### src/rtl/rst_seq_pkg.sv
// rst_seq_pkg: shared reset-cause and sequencer state encodings
package rst_seq_pkg;
  typedef enum logic [1:0] {CAUSE_POR, CAUSE_BUTTON, CAUSE_SOFTWARE, CAUSE_WATCHDOG} rst_cause_e;
  typedef enum logic [1:0] {ST_HOLD, ST_RELEASE, ST_RUN} rst_state_e;
endpackage

### src/rtl/rst_btn_debounce.sv
// rst_btn_debounce: push-button synchroniser, debouncer and press-event detector
module rst_btn_debounce
  import rst_seq_pkg::*;
#(
  parameter int SYNC_STAGES     = 2,
  parameter int DEBOUNCE_CYCLES = 50000
) (
  input  logic clock,
  input  logic reset,
  input  logic btn_n,
  output logic level,
  output logic press
);
  localparam int CW = DEBOUNCE_CYCLES > 1 ? $clog2(DEBOUNCE_CYCLES) : 1;
  localparam logic [CW-1:0] CMAX = CW'(DEBOUNCE_CYCLES - 1);
  logic [SYNC_STAGES-1:0] sync;
  logic [CW-1:0] cnt;
  logic flip;
  assign flip  = sync[SYNC_STAGES-1] != level && cnt == CMAX;
  assign press = flip && level;
  // Count consecutive samples disagreeing with the accepted level; flip once the run is long enough
  always_ff @(posedge clock or posedge reset)
    if (reset) begin
      sync  <= '1;
      cnt   <= '0;
      level <= 1'b1;
    end else begin
      sync  <= {sync[SYNC_STAGES-2:0], btn_n};
      cnt   <= (sync[SYNC_STAGES-1] == level || flip) ? '0 : cnt + CW'(1);
      level <= flip ? ~level : level;
    end
endmodule

### src/rtl/rst_seq_ctrl.sv
// rst_seq_ctrl: multi-source reset controller with staggered per-domain release (RST_SEQ_WDT_EN adds a watchdog)
module rst_seq_ctrl
  import rst_seq_pkg::*;
#(
  parameter int NUM_DOMAINS     = 3,
  parameter int SYNC_STAGES     = 2,
  parameter int DEBOUNCE_CYCLES = 50000,
  parameter int HOLD_CYCLES     = 1024,
  parameter int STAGGER_CYCLES  = 16,
  parameter int WDT_CYCLES      = 2**24
) (
  input  logic                   clock,
  input  logic                   reset,
  input  logic                   rst_btn_n,
  input  logic                   sw_rst_req,
  input  logic                   wdt_kick,
  output logic [NUM_DOMAINS-1:0] rst_out,
  output logic [1:0]             rst_cause,
  output logic                   busy
);
  localparam int HW = HOLD_CYCLES > 1 ? $clog2(HOLD_CYCLES) : 1;
  localparam int SW = STAGGER_CYCLES > 1 ? $clog2(STAGGER_CYCLES) : 1;
  localparam logic [HW-1:0] HMAX = HW'(HOLD_CYCLES - 1);
  localparam logic [SW-1:0] SMAX = SW'(STAGGER_CYCLES - 1);
  rst_state_e state, state_n;
  rst_cause_e cause, cause_n, event_cause;
  logic [HW-1:0] hcnt, hcnt_n;
  logic [SW-1:0] scnt, scnt_n;
  logic [NUM_DOMAINS-1:0] out_n, shl;
  logic armed, btn_level, press, wdog, expired, event_hit;
  rst_btn_debounce #(
    .SYNC_STAGES(SYNC_STAGES),
    .DEBOUNCE_CYCLES(DEBOUNCE_CYCLES)
  ) u_btn (
    .clock(clock),
    .reset(reset),
    .btn_n(rst_btn_n),
    .level(btn_level),
    .press(press)
  );
`ifdef RST_SEQ_WDT_EN
  localparam int WW = WDT_CYCLES > 1 ? $clog2(WDT_CYCLES) : 1;
  localparam logic [WW-1:0] WMAX = WW'(WDT_CYCLES - 1);
  logic [WW-1:0] wdt;
  assign wdog = state == ST_RUN && wdt == '0;
  // Watchdog only runs in RUN; kicks and every other state keep it at the reload value
  always_ff @(posedge clock or posedge reset)
    if (reset) wdt <= WMAX;
    else wdt <= (wdt_kick || state != ST_RUN) ? WMAX : (wdt == '0 ? wdt : wdt - WW'(1));
`else
  logic unused_kick;
  assign unused_kick = wdt_kick;
  assign wdog = 1'b0;
`endif
  assign shl         = rst_out << 1;
  assign expired     = armed && hcnt == HMAX;
  assign event_hit   = wdog || press || sw_rst_req;
  assign event_cause = wdog ? CAUSE_WATCHDOG : press ? CAUSE_BUTTON : CAUSE_SOFTWARE;
  assign rst_cause   = cause;
  assign busy        = |rst_out;
  // Sequencer registers; armed delays the hold count one cycle to synchronise raw reset release
  always_ff @(posedge clock or posedge reset)
    if (reset) begin
      state   <= ST_HOLD;
      cause   <= CAUSE_POR;
      hcnt    <= '0;
      scnt    <= '0;
      rst_out <= '1;
      armed   <= 1'b0;
    end else begin
      state   <= state_n;
      cause   <= cause_n;
      hcnt    <= hcnt_n;
      scnt    <= scnt_n;
      rst_out <= out_n;
      armed   <= 1'b1;
    end
  // Next state: hold until timed out with the button up, then clear the lowest still-set domain every stagger period
  always_comb begin
    state_n = state;
    cause_n = cause;
    hcnt_n  = hcnt;
    scnt_n  = scnt;
    out_n   = rst_out;
    case (state)
      ST_HOLD: begin
        out_n = '1;
        if (press) begin
          hcnt_n  = '0;
          cause_n = CAUSE_BUTTON;
        end else if (expired && btn_level) begin
          out_n   = shl;
          scnt_n  = '0;
          state_n = shl == '0 ? ST_RUN : ST_RELEASE;
        end else if (armed && !expired) hcnt_n = hcnt + HW'(1);
      end
      default: begin
        if (event_hit) begin
          state_n = ST_HOLD;
          cause_n = event_cause;
          hcnt_n  = '0;
          out_n   = '1;
        end else if (state == ST_RELEASE) begin
          scnt_n = scnt == SMAX ? '0 : scnt + SW'(1);
          if (scnt == SMAX) begin
            out_n   = shl;
            state_n = shl == '0 ? ST_RUN : ST_RELEASE;
          end
        end
      end
    endcase
  end
endmodule

### config.mk
export PLATFORM = sky130hd
export DESIGN_NAME = rst_seq_ctrl
export DESIGN_NICKNAME = d
export VERILOG_FILES = /design/src/rtl/rst_seq_pkg.sv /design/src/rtl/rst_btn_debounce.sv /design/src/rtl/rst_seq_ctrl.sv
export SDC_FILE = /design/constraint.sdc
export NUM_CORES = 1
export LEC_CHECK = 0
export BUFFER_PORTS_ARGS = -buffer_cell sky130_fd_sc_hd__buf_4
export CELL_PAD_IN_SITES_DETAIL_PLACEMENT = 1
export CELL_PAD_IN_SITES_GLOBAL_PLACEMENT = 2
export CORE_ASPECT_RATIO = 0.8
export CORE_UTILIZATION = 44
export CTS_BUF_LIST = sky130_fd_sc_hd__clkbuf_4 sky130_fd_sc_hd__clkbuf_8
export DETAILED_ROUTE_END_ITERATION = 7
export MAX_ROUTING_LAYER = met4
export PLACE_DENSITY = 0.93
export SKIP_CTS_REPAIR_TIMING = 1
export SLEW_MARGIN = 20
export SYNTH_ARGS = -nofsm -noshare
export SYNTH_HDL_FRONTEND = slang
export SYNTH_SLANG_ARGS = --single-unit
### constraint.sdc
create_clock -name clock -period 4 [get_ports clock]
set_input_delay 0.4 -clock clock [delete_from_list [all_inputs] [get_ports clock]]
set_output_delay 0.4 -clock clock [all_outputs]
set_load 0.03 [all_outputs]
==> run metrics, run 1 <==
Multi-input gate area around 950 µm²; Initial Util roughly 47%; Routed WL ~4500 µm; TritonRoute pass-1 iters 4; main area contributors after synthesis dfrtp_1, dfstp_2, xor2_1, nor2_1, nand3_1; Yosys top cell by area dfrtp_1; layout cells sized above 1 between 10% and 20%; met3 Usage GRT 4.67%; Port Buf Inserts 9; CTS root buf clkbuf_8; Syn Std Cell Area slightly above 2000 µm²; sequential fraction of the synthesis area 51.1%; Bufs on Longest Clock Path 2; Clk pin slew, worst setup/hold paths around 0.080 ns; Routability Congestion about 0.76; Die X roughly 78 µm; Cell Pwr Density between 300 and 400 nW/µm²; GR Overflow Total 0; worst-path maximum fanout 11; Total Power about 0.84 mW; Mean Syn Cell Area between 10 and 15 µm²; commonest cells in the netlist dfrtp_1, nor2_1, nand3_1, xor2_1, nand2_1; clock buffer count from CTS 5; DRC 0; die height 62.7 µm; measured slew at the worst slew-check pin ~0.64 ns; startpoint types flip-flop; Max-slew headroom 57.3%; maximum vdd drop approximately 0.2 mV; Std-Cell Rows 21; worst hold start rst_btn_n; Finished Layout Cells 270; kind of critical path reg -> reg; Via density 5.62; die area 4880 µm²; Unique masters post-synth 45; number of max-cap violations 0; vias in the first global route about 1600; Synth Register Bits 41; Slew Limit Fails 0; vias about 1500; R2R Path Start hcnt[0]; most frequent cell after synthesis dfrtp_1; worst r2r path cells 5; Post-synth ARST share between 90% and 100%; Setup Viol. Count Final 0; DP HPWL between 3000 and 4000 µm; worst r2r dst scnt[3]; Pleak 0.982 nW; period utilization a little under three fifths; M2 GR Usage a little over a third; top_reg_cell synth dfrtp_1; Fill cells a little over 500; Post-synth EDFFs 0; RSZ-0062 raised after global routing false; clk sinks 41; final net count 220; Endpoint, Worst Hold u_btn.sync[0]; I/O pin cnt 11; Post-Synthesis Cells just under 200; Synth Warn # 0; clock network latency to the later pin of the worst-skew pair 0.29 ns; crit path DAT roughly 2.4 ns; Worst R2R Setup Slack between 1.5 and 2 ns; Setup Skew about 0.0089 ns; area of the core around 4300 µm²; status completed; initial antenna violation count 0; Global Route Usage Sum 21.4%; first-pass GRT wire length between 7000 and 8000 µm; DP Cell Count around 260; worst path required time 4.18 ns; Tmin final around 2.2 ns; grt peak-use layer met2; WL/cell approximately 17 µm; drt initial violations between 70 and 80; largest net degree at the start of global routing 42; f_max approximately 450 MHz; Fin. Hold Viols 0; Post-DRT Antenna Nets 0; Syn Nets 207; worst hold path class in -> reg; final setup TNS 0 ns; WHS Path Cells 1; Yosys top cell area share between 40 and 50%; CTS tree done; synthesis-to-finish area growth 11.1%; met1 GRT Util between 20% and 30%; register area around 1000 µm²; Worst Setup End Kind flip-flop; H-tree levels 2; n_diodes 0
## layer usage
| metal | routed length, µm | up-vias |
|---|---|---|
| met4 | 23 | 0 |
| met1 | 2120 | 770 |
| met3 | 123 | 4 |
| met2 | 2260 | 19 |
| li1 | - | 724 |
| met5 | 0 | - |
## worst max-delay path: stages, from the launching register on
cell	delay (ns)
dfrtp_1	0.46
ha_1	0.29
nand4_1	0.43
nor3_2	0.56
o21ai_0	0.15
a22o_1	0.21
## per-stage QoR
step | utilization, % | setup slack (ns) | cell area, µm² | hold WS, ns
after global routing | 52.5 | 1.55 | 2250 | 0.201
after global placement | 50.2 | 1.89 | 2150 | 0.347
after floorplan | - | 2.05 | 2020 | 0.345
after CTS | 52.5 | 1.77 | 2250 | 0.206
final | 52.5 | 1.77 | 2250 | 0.217
after detailed placement | 50.2 | 1.78 | 2150 | 0.349
## where the power goes
part / switching [mW] / leakage [nW] / total (mW) / internal, mW
Combinational: 0.0447 / 0.407 / 0.0783 / 0.0336
Sequential: 0.0305 / 0.522 / 0.475 / 0.445
Clock: 0.135 / 0.0523 / 0.290 / 0.154
Total: 0.210 / 0.982 / 0.843 / 0.633
## placed cells by master, fill, tap and decap left out, types with 6 or more instances in the layout
cell,n
dfrtp_1,35
nor2_1,32
nand3_1,16
xor2_1,15
nand2_1,13
nand4_1,10
buf_4,10
xnor2_1,8
and3_1,6
inv_1,6
clkbuf_8,6
dfstp_2,6
## how the worst max path moves through the flow
stage	startpoint	endpoint	slack, ns	cells past startpoint
global route	hcnt[0]	state[1]	1.55	5
finish	hcnt[0]	scnt[3]	1.77	5
floorplan	u_btn.cnt[11]	scnt[2]	2.05	5
CTS	hcnt[0]	scnt[3]	1.77	5
global placement	hcnt[0]	scnt[3]	1.89	5
detailed placement	hcnt[0]	scnt[3]	1.78	5
## cell families (layout without fill, tap and decap cells)
logic type                 after synthesis  after routing  share of synthesized area (%)
and+or+nand+nor                        100            100                           27.6
DFF                                     41             41                           51.1
xor gates and xnor gates                23             23                           9.96
AOI/OAI and AO/OA                       20             20                           6.74
buffers and inverters                   10             24                           2.04
adders and majority gates                3              3                           1.86
other                                    1              1                          0.185
muxes                                    1              1                          0.557
## registers in the layout, indices dropped and copies added, names as in the netlist
| register | flops |
|---|---|
| armed | 1 |
| hcnt | 10 |
| rst_cause | 2 |
| rst_out | 3 |
| scnt | 4 |
| state | 2 |
| u_btn.cnt | 16 |
| u_btn.level | 1 |
| u_btn.sync | 2 |
## layout make-up
class / instances / share of cell area, %
Clock buffer: 8 / 4.34
Inverter: 6 / 1.00
Multi-Input combinational cell: 148 / 42.2
Sequential cell: 41 / 46.0
Tap cell: 57 / 3.17
Timing Repair Buffer: 10 / 3.34
(Power assumes the default switching activity.)
==> run 2, diff against run 1 <==
- CORE_UTILIZATION: 44 -> 37
- PLACE_DENSITY: 0.93 -> 0.84
- clock period: 4 -> 1.85 ns (I/O delays scaled with it)
==> run 2 against run 1 <==
The run now ends with setup timing left. Utilization rose by 0.51 points. Maximum frequency increased by 5.7%. Worst setup slack got worse by 2.0 ns. Via count rose by 11%. Design area increased by 21%. Count of clock-buffer cells in the layout fell by 2. Flip-flop and latch count unchanged. Die area is 18% higher. Wire length up 23%. Clock power increased to 2.6 times the previous value. Critical endpoint is now scnt[2]. Largest cell class is now multi-input gates. Highest routed layer unchanged.
==> run metrics, run 2 (synthesis gave the netlist of run 1 again) <==
Global Route Usage Sum between 20% and 30%; vias 1688; die height 68.1 µm; CP cell instances or4_4 -> nor4_4 -> buf_4 -> nor3_4 -> or3b_1 -> nand3_1; Clock Power Share around 38%; WL/cell about 18 µm; kind of critical path reg -> reg; die area roughly 5800 µm²; Bufs on Longest Clock Path 2; Initial Util around 40%; DRC 0; Top Family by Delay on Critical Path simple AND/OR/NAND/NOR gates; Cell Pwr Density 743 nW/µm²; RSZ-0062 raised after global routing true; Setup Skew 0.00409 ns; H-tree levels 2; final net count between 200 and 300; clock buffer count from CTS 5; TritonRoute pass-1 iters 4; initial antenna violation count 0; Pleak ~1.2 nW; commonest non-fill, non-tap cell in the layout buf_4; Max-slew headroom 38.9%; Fin. Hold Viols 0; number of max-cap violations 0; most frequent cells in the layout buf_4, dfrtp_1, nor2_1; clock network latency to the later pin of the worst-skew pair 0.29 ns; f_max about 470 MHz; worst path bufs/invs 1; startpoint types flip-flop; worst slack, placed -0.262 ns; Via density around 5.5; I/O pin cnt 11; worst r2r path cells 6; crit path to scnt[2]; layout cells sized above 1 a little under two fifths; DP HPWL 3620 µm; CTS tree done; biggest regs u_btn.cnt: 16 flops, hcnt: 10 flops, scnt: 4 flops; worst path required time about 2.1 ns; Clk pin slew, worst setup/hold paths roughly 0.08 ns; Slew Limit Fails 0; worst setup margin -0.257 ns; worst-path cell with the longest stage delay or4_4; status complete, but fails checks; Routed WL between 5000 and 6000 µm; Std-Cell Rows 23; crit path DAT 2.34 ns; maximum vdd drop approximately 0.38 mV; failing checks setup timing; largest net degree at the start of global routing 42; number of flip-flops in the largest register 16; worst-path maximum fanout 5; critical path depth 6; Port Buf Inserts 9; measured slew at the worst slew-check pin between 0.9 and 1 ns; period utilization 114%; Routability Congestion slightly above 0.8; Pint 1.51 mW; GR Overflow Total 0; Worst Setup SP u_btn.cnt[13]; WHS between 0.01 and 0.015 ns; n_diodes 0; first-pass GRT wire length around 8600 µm; drt initial violations 126; clk sinks just over 40; switching share of total power between 20% and 30%; Post-DRT Antenna Nets 0; Die X 84.7 µm; area of the core between 5000 and 6000 µm²; CP max stage delay 0.58 ns; fin util 53.0%; worst r2r dst scnt[2]; Seq pwr share between 50 and 60%; final setup TNS -3.65 ns; R2R Path Start u_btn.cnt[13]; Setup Viol. Count Final 27; worst hold path class in -> async; Worst Setup End Kind flip-flop; CTS root buf clkbuf_8; vias in the first global route roughly 1800; Worst R2R Setup Slack -0.26 ns; synthesis-to-finish area growth 34.2%; Fill cells roughly 570; Comb power frac 11.7%; Tmin final approximately 2.1 ns; net switching power roughly 0.51 mW; Largest Register u_btn.cnt
run 2: per-stage QoR:
| stage | power [mW] | std cells | cell area, µm² |
|---|---|---|---|
| 6_report | 2.02 | 306 | 2720 |
| 5_1_grt | 2.11 | 306 | 2720 |
| 4_1_cts | 2.02 | 297 | 2450 |
| 3_5_place_dp | 1.24 | 289 | 2330 |
| 3_3_place_gp | 1.22 | 289 | 2330 |
| 2_1_floorplan | 1.15 | 199 | 2040 |
run 2: area by class of cell:
class	count	area (µm²)	share of cell area, %
Tap cell	62	77.6	2.86
Clock buffer	6	82.6	3.04
Sequential cell	41	1030	38.1
Timing Repair Buffer	40	310	11.4
Inverter	6	22.5	0.829
Clock inverter	2	37.5	1.38
Multi-Input combinational cell	149	1150	42.4
run 2: layer usage:
layer,share of wire (%),vias up,GRT usage [%]
met3,2.4,7,3.86
li1,-,783,-
met2,50,25,33.0
met5,0,-,-
met1,46,873,25.3
met4,1.5,0,8.05
run 2: power by group through the flow:
stage          clock network (mW)  logic (mW)  registers [mW]
2_1_floorplan                   0       0.129            1.02
3_3_place_gp                    0       0.195            1.03
3_5_place_dp                    0       0.210            1.03
4_1_cts                     0.788       0.214            1.02
5_1_grt                     0.811       0.267            1.03
6_report                    0.764       0.236            1.02
run 2: worst min path at each step:
stage / cells after the start / startpoint / slack, ns / end
6_report: 3 / reset / 0.01 / u_btn.cnt[14]
5_1_grt: 3 / reset / 0.08 / u_btn.cnt[9]
4_1_cts: 1 / rst_btn_n / -0.02 / u_btn.sync[0]
3_5_place_dp: 1 / rst_btn_n / 0.30 / u_btn.sync[0]
3_3_place_gp: 1 / rst_btn_n / 0.29 / u_btn.sync[0]
2_1_floorplan: 0 / rst_btn_n / 0.19 / u_btn.sync[0]
run 2: worst reg2reg max path, delay by kind of cell, from the launching register on:
kind	cells	cell delay [ns]
buffers and inverters	1	0.19
DFF	1	0.38
and+or+nand+nor	5	1.47
==> run 3, diff against run 2 <==
- CELL_PAD_IN_SITES_GLOBAL_PLACEMENT: 2 -> 1
- CORE_UTILIZATION: 37 -> 45
- PLACE_DENSITY: 0.84 -> unset
- PLACE_DENSITY_LB_ADDON: unset -> 0.1
==> run 3 against run 2 <==
The flow still finishes with violations (setup timing). Maximum frequency increased by 5.4%. Combinational power decreased by 7%. First-iteration DRC count decreased by 43%. Via count decreased by 3.0%. Utilization increased by 9.7 points. Wire length decreased by 3.3%. Critical path depth decreased by 3. Worst hold slack improved by 0.034 ns. Count of clock-buffer cells in the layout increased by 2. Largest power group unchanged.
==> run metrics, run 3 (synthesis gave the netlist of run 1 again) <==
status complete, but fails checks; H-tree levels 2; Post-DRT Antenna Nets 0; worst-path maximum fanout 4; Tmin final 2.00 ns; startpoint types flip-flop; vias in the first global route ~1700; Slew Limit Fails 0; worst setup margin -0.149 ns; WL/cell around 18 µm; WHS between 0.04 and 0.05 ns; GR Overflow Total 0; biggest regs u_btn.cnt: 16 flops, hcnt: 10 flops, scnt: 4 flops; DP HPWL roughly 3400 µm; Std-Cell Rows 21; largest net degree at the start of global routing 42; final net count ~250; Setup Skew approximately 0.0045 ns; first-pass GRT wire length around 8000 µm; DRC 0; I/O pin cnt 11; CP max stage delay ~0.59 ns; worst-path cell with the longest stage delay or4_4; clk sinks ~40; Routability Congestion between 0.8 and 0.9; Setup Viol. Count Final 26; CP cell instances or4b_4 -> or4_4 -> mux2_2; worst hold path class in -> async; Pleak between 1 and 1.5 nW; Port Buf Inserts 9; vias approximately 1600; Cell Pwr Density just under 700 nW/µm²; Worst Setup End Kind flip-flop; f_max between 500 and 600 MHz; RSZ-0062 raised after global routing true; most frequent cells in the layout dfrtp_1, buf_4, nor2_1; number of flip-flops in the largest register 16; Max-slew headroom a little under half; Bufs on Longest Clock Path 2; kind of critical path reg -> reg; failing checks setup timing; die area 4770 µm²; Finished Layout Cells slightly below 300; Global Route Usage Sum 23.0%; Largest Register u_btn.cnt; CTS root buf clkbuf_8; Multi-input gate area about 1200 µm²; Die X 77.0 µm; TritonRoute pass-1 iters 4; area of the core 4260 µm²; crit path DAT roughly 2.2 ns; Fin. Hold Viols 0; synthesis-to-finish area growth 31.8%; CTS tree done; clock buffer count from CTS 5; register area 1030 µm²; initial antenna violation count 0; Initial Util between 40 and 50%; period utilization 108%; Fill cells around 460; clock network latency to the later pin of the worst-skew pair 0.28 ns; worst slack, placed -0.250 ns; fin util a little over three fifths; die height 62.0 µm; layout cells sized above 1 between 30% and 40%; maximum vdd drop 0.341 mV; worst r2r path cells 3; worst path required time just over 2 ns; n_diodes 0; commonest non-fill, non-tap cell in the layout dfrtp_1; Clk pin slew, worst setup/hold paths 0.08 ns; drt initial violations 72; measured slew at the worst slew-check pin about 0.80 ns; DP Cell Count about 280; Via density about 5.5; number of max-cap violations 0; Routed WL roughly 5400 µm
[run 3: changes by cell type in the layout (fill, tap and decap cells not counted), moves of 3 or more]
| cell | change |
|---|---|
| buf_4 | -5 |
| clkbuf_4 | +3 |
| nor2_2 | -3 |
| nor2_4 | +3 |
[run 3: metrics by stage]
step / TNS (ns) / total power [mW] / cell area (µm²)
2_1_floorplan: -1.03 / 1.15 / 2040
3_3_place_gp: -1.47 / 1.21 / 2320
3_5_place_dp: -2.89 / 1.23 / 2320
4_1_cts: -3.34 / 1.83 / 2410
5_1_grt: -3.81 / 1.93 / 2670
6_report: -2.70 / 1.84 / 2670
[run 3: routing by layer]
layer	up-vias	wire [µm]	track usage [%]
li1	774	-	-
met1	833	2370	28.0
met2	23	2820	39.0
met3	7	129	4.82
met4	0	61	7.97
met5	-	0	-
[run 3: worst paths after layout]
check / slack [ns] / startpoint / end
min reg2reg: 0.36 / u_btn.sync[0] / u_btn.sync[1]
max in group asynchronous: 1.42 / reset / u_btn.cnt[4]
min: 0.05 / reset / u_btn.cnt[2]
max reg2reg: -0.15 / u_btn.cnt[4] / u_btn.level
min in group clock: 0.24 / sw_rst_req / rst_out[0]
max: -0.15 / u_btn.cnt[4] / u_btn.level
[run 3: area by class of cell]
class / count / area share [%]
clock buffer: 8 / 3.42
inverter: 6 / 0.844
multi-input combinational: 149 / 43.6
sequential: 41 / 38.8
tap: 57 / 2.67
timing repair buffer: 36 / 10.6
[run 3: worst max-delay path, delay by kind of cell, from the launching register on]
| family | cells | cell delay (ns) |
|---|---|---|
| mux | 1 | 0.31 |
| simple gates | 2 | 1.17 |
| flops | 1 | 0.44 |
[run 3: where the power goes]
group	internal, mW	switching (mW)	total [mW]	leakage (nW)
clock	0.312	0.286	0.599	0.0498
sequential	0.961	0.0629	1.02	0.521
combinational	0.0968	0.123	0.220	0.556
